### src/rtl/sysid_pkg.sv
// System-ID register file: shared register offsets and CTRL bits.
// Also holds the byte-lane merge used by writable registers.
package sysid_pkg;

  localparam logic [2:0] ADDR_SYSTEM_ID = 3'd0;
  localparam logic [2:0] ADDR_TIMESTAMP = 3'd1;
  localparam logic [2:0] ADDR_SCRATCH   = 3'd2;
  localparam logic [2:0] ADDR_UPTIME_LO = 3'd3;
  localparam logic [2:0] ADDR_HI_SHADOW = 3'd4;
  localparam logic [2:0] ADDR_SECONDS   = 3'd5;
  localparam logic [2:0] ADDR_CTRL      = 3'd6;

  localparam int CTRL_CLEAR  = 0;
  localparam int CTRL_FREEZE = 1;

  function automatic logic [31:0] be_merge(
    input logic [31:0] old,
    input logic [31:0] wdata,
    input logic [3:0]  be
  );
    logic [31:0] res;
    res = old;
    for (int i = 0; i < 4; i++) begin
      if (be[i]) res[i*8 +: 8] = wdata[i*8 +: 8];
    end
    return res;
  endfunction

endpackage

### src/rtl/sysid_regfile_if.sv
// Avalon-MM slave bundle for the system-ID register file.
// No waitrequest: every strobe is accepted the cycle it is seen.
interface sysid_regfile_if;

  logic [2:0]  address;
  logic        read;
  logic        write;
  logic [31:0] writedata;
  logic [3:0]  byteenable;
  logic [31:0] readdata;
  logic        readdatavalid;

  modport master (
    output address, read, write,
    output writedata, byteenable,
    input  readdata, readdatavalid
  );

  modport slave (
    input  address, read, write,
    input  writedata, byteenable,
    output readdata, readdatavalid
  );

endinterface

### src/rtl/sysid_uptime_counter.sv
// 64-bit uptime counter plus prescaled 32-bit seconds counter.
// Clear beats increment; freeze holds every counter.
module sysid_uptime_counter #(
  parameter int CLK_FREQ_HZ = 50000000
) (
  input  logic        clock,
  input  logic        reset,
  input  logic        clear,
  input  logic        freeze,
  output logic [63:0] uptime,
  output logic [31:0] seconds
);

  localparam int PW = $clog2(CLK_FREQ_HZ);
  localparam logic [PW-1:0] TERM = PW'(CLK_FREQ_HZ - 1);

  logic [PW-1:0] presc;

  always_ff @(posedge clock) begin
    if (reset || clear) begin
      uptime  <= '0;
      presc   <= '0;
      seconds <= '0;
    end else if (!freeze) begin
      uptime <= uptime + 64'd1;
      if (presc == TERM) begin
        presc   <= '0;
        seconds <= seconds + 32'd1;
      end else begin
        presc <= presc + 1'b1;
      end
    end
  end

endmodule

### src/rtl/sysid_regfile.sv
// Avalon-MM system-ID slave: ID words, scratch, uptime/seconds,
// control, and a fixed one-cycle registered read path.
module sysid_regfile
  import sysid_pkg::*;
#(
  parameter logic [31:0] SYSTEM_ID     = 32'd1366644622,
  parameter logic [31:0] TIMESTAMP     = 32'd0,
  parameter int          CLK_FREQ_HZ   = 50000000,
  parameter logic [31:0] SCRATCH_RESET = 32'h0
) (
  input  logic            clock,
  input  logic            reset,
  sysid_regfile_if.slave  bus
);

  logic [63:0] uptime;
  logic [31:0] seconds;
  logic [31:0] scratch;
  logic [31:0] hi_shadow;
  logic [31:0] rdata;
  logic        freeze;
  logic        wr_ctrl;
  logic        clear;
  logic        wr_scratch;
  logic        rd_lo;

  assign wr_ctrl    = bus.write && (bus.address == ADDR_CTRL)
                   && bus.byteenable[0];
  assign clear      = wr_ctrl && bus.writedata[CTRL_CLEAR];
  assign wr_scratch = bus.write && (bus.address == ADDR_SCRATCH);
  assign rd_lo      = bus.read && (bus.address == ADDR_UPTIME_LO);

  sysid_uptime_counter #(
    .CLK_FREQ_HZ (CLK_FREQ_HZ)
  ) u_counter (
    .clock   (clock),
    .reset   (reset),
    .clear   (clear),
    .freeze  (freeze),
    .uptime  (uptime),
    .seconds (seconds)
  );

  always_comb begin
    rdata = '0;
    case (bus.address)
      ADDR_SYSTEM_ID: rdata = SYSTEM_ID;
      ADDR_TIMESTAMP: rdata = TIMESTAMP;
      ADDR_SCRATCH:   rdata = scratch;
      ADDR_UPTIME_LO: rdata = uptime[31:0];
      ADDR_HI_SHADOW: rdata = hi_shadow;
      ADDR_SECONDS:   rdata = seconds;
      ADDR_CTRL:      rdata[CTRL_FREEZE] = freeze;
      default:        rdata = '0;
    endcase
  end

  // LO read and HI capture use the same pre-increment uptime sample
  always_ff @(posedge clock) begin
    if (reset) begin
      bus.readdata      <= '0;
      bus.readdatavalid <= 1'b0;
      scratch           <= SCRATCH_RESET;
      hi_shadow         <= '0;
      freeze            <= 1'b0;
    end else begin
      bus.readdatavalid <= bus.read;
      bus.readdata      <= bus.read ? rdata : '0;
      if (wr_scratch)
        scratch <= be_merge(scratch, bus.writedata,
                            bus.byteenable);
      if (wr_ctrl)
        freeze <= bus.writedata[CTRL_FREEZE];
      if (rd_lo)
        hi_shadow <= uptime[63:32];
    end
  end

endmodule
### src/flat_wrapper.sv
// flat-port wrapper written by rule: the top's interface ports become plain ports
module sysid_regfile_flat import sysid_pkg::*;
#(
  parameter logic [31:0] SYSTEM_ID     = 32'd1366644622,
  parameter logic [31:0] TIMESTAMP     = 32'd0,
  parameter int          CLK_FREQ_HZ   = 50000000,
  parameter logic [31:0] SCRATCH_RESET = 32'h0
)
  (clock, reset, bus_address, bus_read, bus_write, bus_writedata, bus_byteenable, bus_readdata, bus_readdatavalid);
  sysid_regfile_if bus_i ();
  input  logic clock;
  input  logic reset;
  input wire logic [$bits(bus_i.address)-1:0] bus_address;
  input wire logic [$bits(bus_i.read)-1:0] bus_read;
  input wire logic [$bits(bus_i.write)-1:0] bus_write;
  input wire logic [$bits(bus_i.writedata)-1:0] bus_writedata;
  input wire logic [$bits(bus_i.byteenable)-1:0] bus_byteenable;
  output wire logic [$bits(bus_i.readdata)-1:0] bus_readdata;
  output wire logic [$bits(bus_i.readdatavalid)-1:0] bus_readdatavalid;
  assign bus_i.address = bus_address;
  assign bus_i.read = bus_read;
  assign bus_i.write = bus_write;
  assign bus_i.writedata = bus_writedata;
  assign bus_i.byteenable = bus_byteenable;
  assign bus_readdata = bus_i.readdata;
  assign bus_readdatavalid = bus_i.readdatavalid;
  sysid_regfile #(.SYSTEM_ID(SYSTEM_ID), .TIMESTAMP(TIMESTAMP), .CLK_FREQ_HZ(CLK_FREQ_HZ), .SCRATCH_RESET(SCRATCH_RESET)) u_core (.clock(clock), .reset(reset), .bus(bus_i));
endmodule
### config.mk
export PLATFORM = sky130hd
export DESIGN_NAME = sysid_regfile_flat
export DESIGN_NICKNAME = d
export VERILOG_FILES = /design/src/rtl/sysid_pkg.sv /design/src/rtl/sysid_regfile_if.sv /design/src/rtl/sysid_uptime_counter.sv /design/src/rtl/sysid_regfile.sv /design/src/flat_wrapper.sv
export SDC_FILE = /design/constraint.sdc
export NUM_CORES = 1
export LEC_CHECK = 0
export ABC_AREA = 1
export CORE_UTILIZATION = 40
export CTS_BUF_LIST = sky130_fd_sc_hd__clkbuf_8
export CTS_CLUSTER_SIZE = 24
export DETAILED_ROUTE_END_ITERATION = 12
export GPL_TIMING_DRIVEN = 0
export SLEW_MARGIN = 5
export SYNTH_ARGS = -nofsm -noshare
export SYNTH_HDL_FRONTEND = slang
export SYNTH_SLANG_ARGS = --single-unit
### constraint.sdc
create_clock -name clock -period 1.7 [get_ports clock]
set_input_delay 0.34 -clock clock [delete_from_list [all_inputs] [get_ports clock]]
set_output_delay 0.34 -clock clock [all_outputs]
set_load 0.02 [all_outputs]
* After elaboration in Yosys (flattened, before gate mapping)
Cells that the tools add are included.
** Word-level totals
- Flip-flop bits (word level) :: 220
- Output and inout bits :: 33
** Cells by class
- Add/subtract/negate cells :: 3
- Equal/unequal tests :: 6
- Mux-type cells :: 4
- Bitwise operators :: 2
- Reduce and logical (&&, ||, !) cells :: 13
** Operator list (count)
- 30-bit one-hot mux with 5 select lines :: 1
- 64-bit by 1-bit adder with 64-bit output, second input constant :: 1
- 32-bit by 1-bit adder with 32-bit output, second input constant :: 1
- 26-bit by 1-bit adder with 26-bit output, second input constant :: 1
- 26-bit equality test, second input constant :: 1
- 26-bit 2-to-1 mux :: 1
- 2-bit AND reduction :: 5
- 3-bit equality test, second input constant :: 3
- 3-bit by 2-bit equality test with 1-bit output, second input constant :: 2
- 1-bit one-hot mux with 6 select lines :: 1
- 1-bit logical AND :: 5
- 1-bit one-hot mux with 4 select lines :: 1
- 3-bit zero test :: 1
- 1-bit NOT :: 2
- 2-bit OR reduction :: 1
- 1-bit logical OR :: 1

* Depth between registers and ports, before layout
Gate-level depths: netlist of the first run.
- Depth in word-level cells :: 5
- Gate-level depth with buffers :: 11

* By module
Synthesis of the first run repeated with hierarchy kept, for this count alone.
** Second synthesis, totals
- Cells, all modules :: 1757
- Area total of the unflattened synthesis :: 11323.4 um^2
** Modules (own cells, without submodules)
- sysid_uptime_counter :: times used 1, cells an instance 1115, area each 6907.9 um^2, seq. area each 2442.3 um^2
- sysid_regfile :: times used 1, cells an instance 642, area each 4415.5 um^2, seq. area each 1961.9 um^2

* Worst setup path before layout of the first run
No wires, ideal clock.
- Path type :: reg-to-reg
- From :: register u_core.u_counter.presc[0]
- To :: register u_core.u_counter.presc[18]
- Setup time :: 121 ps
- Data arrival time :: 1410 ps
- Slack :: 169 ps
- Cell stages (with the launch flop) :: 10
- Path through :: dfxtp_1 -> ha_1 -> inv_1 -> nor2_2 -> nand3_1 -> nor3_2 -> nand2_1 -> nand2_2 -> buf_4 -> nor3_1
** On the way
- Longest elaborated chain between the ends :: 2
- Elaborated cells between the ends (all ways) :: 3
- Those cells by class :: add/sub: 1; eq/ne: 1; mux: 1
** Ends and longest elaborated chain
- from (decl) :: RTL line sysid_uptime_counter.sv:17 : logic [PW-1:0] presc;
- from (signal assigned) :: RTL line sysid_uptime_counter.sv:30 : presc <= presc + 1'b1;
- 26-bit by 1-bit adder with 26-bit output / 26-bit equality test (equally long branches) :: RTL line sysid_uptime_counter.sv:30, sysid_uptime_counter.sv:26
- 26-bit 2-to-1 mux * :: RTL line sysid_uptime_counter.sv:26 : if (presc == TERM) begin
Mark *: on every way between the ends. The rest lies on a longest branch, timed or not.
A chain may end at the register's enable or synchronous reset.

* Worst setup path after layout of the first run
- From :: register u_core.u_counter.seconds[12]
- To :: register u_core.u_counter.seconds[14]
** On the way
- Longest elaborated chain between the ends :: 1
** Ends and longest elaborated chain
- from (decl) :: RTL line sysid_uptime_counter.sv:11 : output logic [31:0] seconds
- from (signal assigned) :: RTL line sysid_uptime_counter.sv:28 : seconds <= seconds + 32'd1;
- 32-bit by 1-bit adder with 32-bit output :: RTL line sysid_uptime_counter.sv:28
Every way passes these cells.

==> metrics.log, run 1 <==
[metrics] data arrival at the endpoint of the critical path: between 2 and 2.5 ns
[metrics] slew at the pin closest to its max-slew limit: around 0.75 ns
[metrics] clock tree from TritonCTS: built
[metrics] start-to-end type of the worst setup path: reg -> reg
[metrics] layout cells sized above 1: between 10% and 20%
[metrics] number of synthesized flops with an enable pin: 0
[metrics] sum of negative setup slack: 0 ns
[metrics] Async S/R FF share, synth: 0%
[metrics] CORE AREA: 0.0272 sq mm
[metrics] part of the Yosys area used for sequential elements: slightly below 40%
[metrics] static leakage power: 5.02 nW
[metrics] number of vias in the routed layout: ~12000
[metrics] clock latency at the later pin of the worst-skew pair: approximately 0.56 ns
[metrics] Vias/cell: 5.16
[metrics] hold worst-path end: u_core.bus.readdata[21]$_SDFF_PP0_
[metrics] f_max: 591 MHz
[metrics] Root Driver: sky130_fd_sc_hd__clkbuf_8
[metrics] area grow syn2layout: 25.6%
[metrics] vertical die dimension: 169 um
[metrics] width of the die: 169 um
[metrics] DRT iter0 DRCs: 1001
[metrics] required time at the worst-slack endpoint: approximately 2.2 ns
[metrics] net count after synthesis: approximately 1800
[metrics] CP max FO: 5
[metrics] register bit count reported by yosys: 220
[metrics] outcome: completed
[metrics] number of instances on the worst hold path: 4
[metrics] # Max-Cap Violations: 0
[metrics] drt first pass iters: 5
[metrics] Clock Skew: around 0.014 ns
[metrics] number of buffers created by CTS: 41
[metrics] worst-case setup slack after placement: -0.847 ns
[metrics] power per unit of standard cell area: 810 mW/mm^2
[metrics] clock transition at the registers of the reported paths: ~0.060 ns
[metrics] worst hold path startpoint: bus_address[1]
[metrics] FF-to-FF Start: u_core.u_counter.seconds[12]$_SDFFE_PP0P_
[metrics] Starting Density: around two fifths
[metrics] Reg-to-Reg End: u_core.u_counter.seconds[14]$_SDFFE_PP0P_
[metrics] number of port buffers: 74
[metrics] number of distinct library cell variants in the gate-level netlist after synthesis: 38
[metrics] die area: between 0.02 and 0.03 sq mm
[metrics] RD Place Congestion: ~0.93
[metrics] RSZ-0062 raised after global routing: true
[metrics] Slew headroom: 50.0%
[metrics] Tot Pwr: 0.0113 W
[metrics] total length of routed wires: between 30 and 40 mm
[metrics] min setup slack post-route: approximately 0.008 ns
[metrics] worst-case hold slack: around 0.28 ns
[metrics] Worst Hold Class: in -> reg
[metrics] ys flop type: sky130_fd_sc_hd__dfxtp_1
[metrics] total track usage: between 20% and 30%
[metrics] Clock Path Buffers: 3
[metrics] pin count of the biggest net entering global routing: 13
[metrics] Worst setup startpoint: u_core.u_counter.seconds[12]$_SDFFE_PP0P_
[metrics] count of final hold-check violations: 0
[metrics] cts hold-fix bufs: 0
[metrics] number of antenna-violating nets in the routed design: 0
[metrics] Row Count: 60
[metrics] shortest period the worst path allows: roughly 1.7 ns
[metrics] number of top-level pins: 76
[metrics] startpoint type of the worst setup path: register
[metrics] drt drc: 0
[metrics] clock sink count: 220
[metrics] residual overflow from global routing: 0
[metrics] number of global-route vias before repair: between 10000 and 15000
[metrics] WL per Instance: between 15 and 20 um
[metrics] synthesized instance count: between 1500 and 2000
[metrics] wire length of the first global-routing pass: between 50 and 60 mm
[metrics] Worst IR Drop VDD: between 0.4 and 0.5 mV
[metrics] FF-to-FF setup slack: about 0.008 ns
[metrics] synthesized cell area: roughly 0.011 sq mm
[metrics] # setup viols final: 0
[metrics] detailed placer's ending HPWL: about 30 mm
[metrics] net count of the finished layout: ~1900
[metrics] Max H-tree Level: 2
[metrics] final-report max-slew violation count: 0
[metrics] number of antenna violations at the first check in global routing: 0
[metrics] final antenna diode count: 0
[metrics] critical path capture point type: register
[metrics] Final Cycle Share: 99.5%
[metrics] R2R cell count: 7
[metrics] Finished Core Util: between 50% and 60%
[metrics] number of warnings printed during yosys synthesis: 0
[metrics] Mean Syn Cell Area: 6.53 sq um
sequential cells by signal, indices dropped and copies added, names as in the netlist:
register,flops
u_core.scratch,32
u_core.u_counter.presc,26
u_core.u_counter.uptime,64
u_core.u_counter.seconds,32
u_core.bus.readdatavalid,1
u_core.bus.readdata,32
u_core.freeze,1
u_core.hi_shadow,32
layout by cell type, fill, tap and decap left out, types with 28 or more instances in the layout:
cell type / count
sky130_fd_sc_hd__clkbuf_8: 54
sky130_fd_sc_hd__inv_1: 193
sky130_fd_sc_hd__a21oi_1: 142
sky130_fd_sc_hd__clkdlybuf4s50_1: 39
sky130_fd_sc_hd__dlygate4sd2_1: 35
sky130_fd_sc_hd__nor3_1: 29
sky130_fd_sc_hd__dfxtp_1: 177
sky130_fd_sc_hd__o21ai_0: 68
sky130_fd_sc_hd__nor2_1: 270
sky130_fd_sc_hd__dfxtp_2: 34
sky130_fd_sc_hd__nor2_2: 61
sky130_fd_sc_hd__xor2_1: 28
sky130_fd_sc_hd__nand3_1: 70
sky130_fd_sc_hd__nand2_1: 385
synthesized netlist by cell type, types with 4 or more instances:
| master | number | area [sq um] |
|---|---|---|
| sky130_fd_sc_hd__nand2_1 | 404 | 1520 |
| sky130_fd_sc_hd__o21ai_1 | 4 | 20.0 |
| sky130_fd_sc_hd__nor3_1 | 36 | 180 |
| sky130_fd_sc_hd__nand2_2 | 5 | 31.3 |
| sky130_fd_sc_hd__buf_2 | 22 | 110 |
| sky130_fd_sc_hd__clkbuf_1 | 21 | 78.8 |
| sky130_fd_sc_hd__nor2_1 | 330 | 1240 |
| sky130_fd_sc_hd__inv_2 | 10 | 37.5 |
| sky130_fd_sc_hd__or2_2 | 4 | 25.0 |
| sky130_fd_sc_hd__o21ai_0 | 78 | 390 |
| sky130_fd_sc_hd__xnor2_1 | 6 | 52.6 |
| sky130_fd_sc_hd__a21oi_2 | 4 | 35.0 |
| sky130_fd_sc_hd__ha_1 | 4 | 50.1 |
| sky130_fd_sc_hd__a21oi_1 | 142 | 711 |
| sky130_fd_sc_hd__a221oi_1 | 15 | 131 |
| sky130_fd_sc_hd__o22ai_1 | 27 | 169 |
| sky130_fd_sc_hd__dfxtp_1 | 220 | 4400 |
| sky130_fd_sc_hd__nor2_4 | 8 | 90.1 |
| sky130_fd_sc_hd__buf_4 | 7 | 52.6 |
| sky130_fd_sc_hd__nor2_2 | 18 | 113 |
| sky130_fd_sc_hd__nor3b_1 | 5 | 37.5 |
| sky130_fd_sc_hd__nand4_1 | 16 | 100 |
| sky130_fd_sc_hd__and3_1 | 4 | 25.0 |
| sky130_fd_sc_hd__inv_1 | 189 | 709 |
| sky130_fd_sc_hd__nand3_1 | 79 | 395 |
| sky130_fd_sc_hd__xor2_1 | 28 | 245 |
layer usage:
layer  track usage [%]  vias up  part of all wire, %
li1                  -     5757                    -
met1              36.7     5330                   45
met2              43.4      440                   44
met3              4.82       72                  7.4
met4              9.92        0                  3.1
met5                 0        -                    0
how the worst max path moves through the flow:
stage,endpoint,slack (ns)
3_5_place_dp,u_core.u_counter.uptime[21]$_SDFFE_PP0N_,-0.85
2_1_floorplan,u_core.u_counter.presc[18]$_SDFFE_PP0N_,0.17
3_3_place_gp,u_core.u_counter.uptime[21]$_SDFFE_PP0N_,-0.83
6_report,u_core.u_counter.seconds[14]$_SDFFE_PP0P_,0.008
4_1_cts,u_core.u_counter.uptime[34]$_SDFFE_PP0N_,-0.02
5_1_grt,u_core.u_counter.uptime[45]$_SDFFE_PP0N_,-0.06
logic make-up (layout without fill, tap and decap cells):
| family | count (synthesis) | after routing | share of synthesized area, % |
|---|---|---|---|
| buffers and inverters | 253 | 422 | 9.20 |
| xor gates and xnor gates | 34 | 34 | 2.67 |
| AOI/OAI and AO/OA | 275 | 275 | 13.4 |
| and+or+nand+nor | 920 | 921 | 34.8 |
| DFF | 220 | 220 | 39.5 |
| adders and majority gates | 4 | 4 | 0.449 |
critical path: stages, from the launching register on:
cell and delay [ns]:
sky130_fd_sc_hd__dfxtp_1 0.46, sky130_fd_sc_hd__nand2_1 0.12, sky130_fd_sc_hd__nor2_1 0.33, sky130_fd_sc_hd__nand2_1 0.13, sky130_fd_sc_hd__nor2_2 0.20, sky130_fd_sc_hd__xor2_1 0.17
sky130_fd_sc_hd__nand2_1 0.08, sky130_fd_sc_hd__a21oi_1 0.13
metrics by stage:
| stage | instance area (sq um) | instances |
|---|---|---|
| 3_3_place_gp | 12400 | 2152 |
| 3_5_place_dp | 12400 | 2152 |
| 2_1_floorplan | 11100 | 1706 |
| 6_report | 14000 | 2248 |
| 5_1_grt | 14000 | 2248 |
| 4_1_cts | 13400 | 2236 |
power by group:
| part | internal, W | leakage, nW | total (W) | switching [W] |
|---|---|---|---|---|
| registers | 0.00522 | 1.80 | 0.00526 | 0.0000411 |
| clock network | 0.00303 | 0.495 | 0.00544 | 0.00241 |
| logic | 0.000238 | 2.72 | 0.000636 | 0.000398 |
| total | 0.00848 | 5.02 | 0.0113 | 0.00285 |
final cells by class:
| type | instances | area [sq um] |
|---|---|---|
| Inverter | 200 | 762 |
| Tap cell | 372 | 465 |
| Sequential cell | 220 | 4480 |
| Timing Repair Buffer | 95 | 888 |
| Multi-Input combinational cell | 1234 | 6210 |
| Clock inverter | 20 | 135 |
| Clock buffer | 54 | 743 |
| Fill cell | 2793 | 13200 |
| Buffer | 53 | 318 |
what timing repair did:
action,in CTS,in global routing
gates resized for setup,110,148
setup buffers,9,10
cloned,1,2
pin swaps,6,22
setup endpoints to repair,191,95
No activity file was read; power rests on OpenSTA's default activity.
==> inputs of run 2 (changes only) <==
- CORE_MARGIN: not set -> 5
==> metrics.log, run 2 (synthesis gave the netlist of run 1 again) <==
[metrics] clock transition at the registers of the reported paths: 0.07 ns (about the same)
[metrics] f_max: 600 MHz (+1.4%)
[metrics] wire length of the first global-routing pass: 60.3 mm (+1.3%)
[metrics] final antenna diode count: 0 (unchanged)
[metrics] worst-case hold slack: 0.286 ns (+0.00824 ns)
[metrics] detailed placer's ending HPWL: 30.6 mm (+2.0%)
[metrics] critical path capture point type: register
[metrics] most frequent cells in the layout: sky130_fd_sc_hd__nand2_1, sky130_fd_sc_hd__nor2_1, sky130_fd_sc_hd__inv_1
[metrics] number of top-level pins: 76 (unchanged)
[metrics] largest register by flop count: u_core.u_counter.uptime
[metrics] Root Driver: sky130_fd_sc_hd__clkbuf_8
[metrics] shortest period the worst path allows: 1.67 ns (-0.0241 ns)
[metrics] Fillers: 2892 (+3.5%)
[metrics] drt first pass iters: 6 (+1)
[metrics] Starting Density: 40.3% (-0.67 points)
[metrics] final-report max-slew violation count: 0 (unchanged)
[metrics] clock sink count: 220 (unchanged)
[metrics] vertical die dimension: 177 um (+4.7%)
[metrics] start-to-end type of the worst setup path: reg -> reg
[metrics] total length of routed wires: 39.5 mm (+0.27%)
[metrics] power per unit of standard cell area: 802 mW/mm^2 (-0.93%)
[metrics] R2R cell count: 9 (+2)
[metrics] most common cell after layout, fill and taps aside: sky130_fd_sc_hd__nand2_1
[metrics] number of antenna-violating nets in the routed design: 0 (unchanged)
[metrics] Worst Hold Class: in -> reg
[metrics] Max H-tree Level: 2 (unchanged)
[metrics] CP max FO: 4 (-1)
[metrics] clock tree from TritonCTS: built
[metrics] cts hold-fix bufs: 0 (unchanged)
[metrics] pin count of the biggest net entering global routing: 12 (-1)
[metrics] worst hold path startpoint: bus_address[1]
[metrics] Clock Path Buffers: 3 (unchanged)
[metrics] Clock Skew: 0.0426 ns (+0.0284 ns)
[metrics] # Max-Cap Violations: 0 (unchanged)
[metrics] Worst IR Drop VDD: 0.426 mV (+5.1%)
[metrics] clock latency at the later pin of the worst-skew pair: 0.57 ns (about the same)
[metrics] number of global-route vias before repair: 10900 (+2.0%)
[metrics] DRT iter0 DRCs: 1102 (+10%)
[metrics] drt drc: 0 (unchanged)
[metrics] RD Place Congestion: 0.968 (+4.3%)
[metrics] width of the die: 177 um (+4.7%)
[metrics] number of antenna violations at the first check in global routing: 0 (unchanged)
[metrics] die area: 0.0313 sq mm (+9.7%)
[metrics] count of final hold-check violations: 0 (unchanged)
[metrics] Row Count: 61 (+1.7%)
[metrics] number of buffers created by CTS: 40 (-2.4%)
[metrics] sum of negative setup slack: 0 ns (unchanged)
[metrics] hold worst-path end: u_core.bus.readdata[18]$_SDFF_PP0_
[metrics] Slew headroom: 55.0% (+5.0 points)
[metrics] area grow syn2layout: 24.2%
[metrics] FF-to-FF setup slack: 0.03 ns (+0.02 ns)
[metrics] Reg-to-Reg End: u_core.u_counter.uptime[43]$_SDFFE_PP0N_
[metrics] number of port buffers: 74 (unchanged)
[metrics] min setup slack post-route: 0.0321 ns (+0.0241 ns)
[metrics] # setup viols final: 0 (unchanged)
[metrics] WL per Instance: 17.6 um (+0.32%)
[metrics] Vias/cell: 5.16 (about the same)
[metrics] Final Cycle Share: 98.1% (-1.4 points)
[metrics] flip-flop count of the largest register, all copies and words added: 64 (unchanged)
[metrics] slew at the pin closest to its max-slew limit: 0.675 ns (-0.0756 ns)
[metrics] layout cells sized above 1: 17.0% (-0.52 points)
[metrics] static leakage power: 4.96 nW (-1.3%)
[metrics] number of instances on the worst hold path: 4 (unchanged)
[metrics] data arrival at the endpoint of the critical path: 2.09 ns (-0.09 ns)
[metrics] worst-case setup slack after placement: -0.824 ns (+0.0224 ns)
[metrics] CORE AREA: 0.0276 sq mm (+1.7%)
[metrics] number of vias in the routed layout: 11600 (-0.017%)
[metrics] startpoint type of the worst setup path: register
[metrics] FF-to-FF Start: u_core.u_counter.uptime[19]$_SDFFE_PP0N_
[metrics] outcome: completed
[metrics] RSZ-0062 raised after global routing: true
[metrics] total track usage: 24.6% (-2.6 points)
[metrics] net count of the finished layout: 1888 (-0.21%)
[metrics] residual overflow from global routing: 0 (unchanged)
[metrics] required time at the worst-slack endpoint: 2.12 ns (-0.07 ns)
==> run 2: changes by cell type in the layout (fill, tap and decap cells not counted), sizes merged <==
cell / change
clkinv: -3
buf: -4
clkbuf: -1
inv: -1
clkinvlp: +2
==> run 2: layer usage <==
layer  share of wire [%]  vias to the layer above  wire length, um  GRT usage [%]
met3                 7.3                       75             2890           3.52
met5                   0                        -                0              0
li1                    -                     5740                -              -
met4                 3.0                        0             1180           7.51
met2                  46                      455            18100           41.3
met1                  44                     5327            17300           32.8
==> run 2: area by class of cell <==
| cell class | count | area (sq um) | area share [%] |
|---|---|---|---|
| plain buffers | 53 | 313 | 2.26 |
| clock buffers | 52 | 716 | 5.17 |
| clock inverters | 18 | 119 | 0.858 |
| inverters | 200 | 754 | 5.45 |
| multi-input cells | 1234 | 6150 | 44.4 |
| flip-flops and latches | 220 | 4470 | 32.3 |
| well taps | 378 | 473 | 3.42 |
| repair buffers | 92 | 845 | 6.10 |
==> run 2: repair_timing <==
| action | CTS | global route |
|---|---|---|
| gates resized for setup | 106 | 132 |
| buffers inserted | 8 | 9 |
| pin swaps | 8 | 18 |
| gates cloned | 1 | 1 |
| endpoints found under the setup margin | 184 | 94 |
==> run 2: worst max-delay path by stage <==
stage	startpoint	cells after the start	to	slack [ns]
global route	u_core.u_counter.uptime[20]$_SDFFE_PP0N_	9	u_core.u_counter.uptime[61]$_SDFFE_PP0N_	-0.04
finish	u_core.u_counter.uptime[19]$_SDFFE_PP0N_	9	u_core.u_counter.uptime[43]$_SDFFE_PP0N_	0.03
floorplan	u_core.u_counter.presc[0]$_SDFFE_PP0N_	9	u_core.u_counter.presc[18]$_SDFFE_PP0N_	0.17
CTS	u_core.u_counter.uptime[0]$_SDFFE_PP0N_	10	u_core.u_counter.uptime[40]$_SDFFE_PP0N_	-0.006
global placement	reset	5	u_core.bus.readdata[7]$_SDFF_PP0_	-0.82
detailed placement	reset	5	u_core.bus.readdata[7]$_SDFF_PP0_	-0.82
==> run 2: critical path, cell delays in order (launching register included) <==
cell and delay [ns]:
sky130_fd_sc_hd__dfxtp_1 0.45, sky130_fd_sc_hd__nand2_1 0.21, sky130_fd_sc_hd__nor2_4 0.18, sky130_fd_sc_hd__nand2_1 0.08, sky130_fd_sc_hd__inv_1 0.07, sky130_fd_sc_hd__nand2_1 0.06, sky130_fd_sc_hd__nor2_2 0.18, sky130_fd_sc_hd__nand2_1 0.10
sky130_fd_sc_hd__o21ai_0 0.16, sky130_fd_sc_hd__nor2_1 0.05
==> run 2: per-stage QoR <==
stage | instances | instance area (sq um) | power (W) | util (%)
final | 2247 | 13800 | 0.0111 | 50.1
after global routing | 2247 | 13800 | 0.0115 | 50.1
after CTS | 2237 | 13400 | 0.0112 | 48.5
after detailed placement | 2158 | 12400 | 0.00596 | 44.7
after global placement | 2158 | 12400 | 0.00595 | 44.7
after floorplan | 1706 | 11100 | 0.00567 | -
==> run 2: report_power, final <==
part	switching [W]	internal [W]	total, W
Sequential	0.0000382	0.00522	0.00526
Clock	0.00234	0.00290	0.00523
Combinational	0.000385	0.000227	0.000613
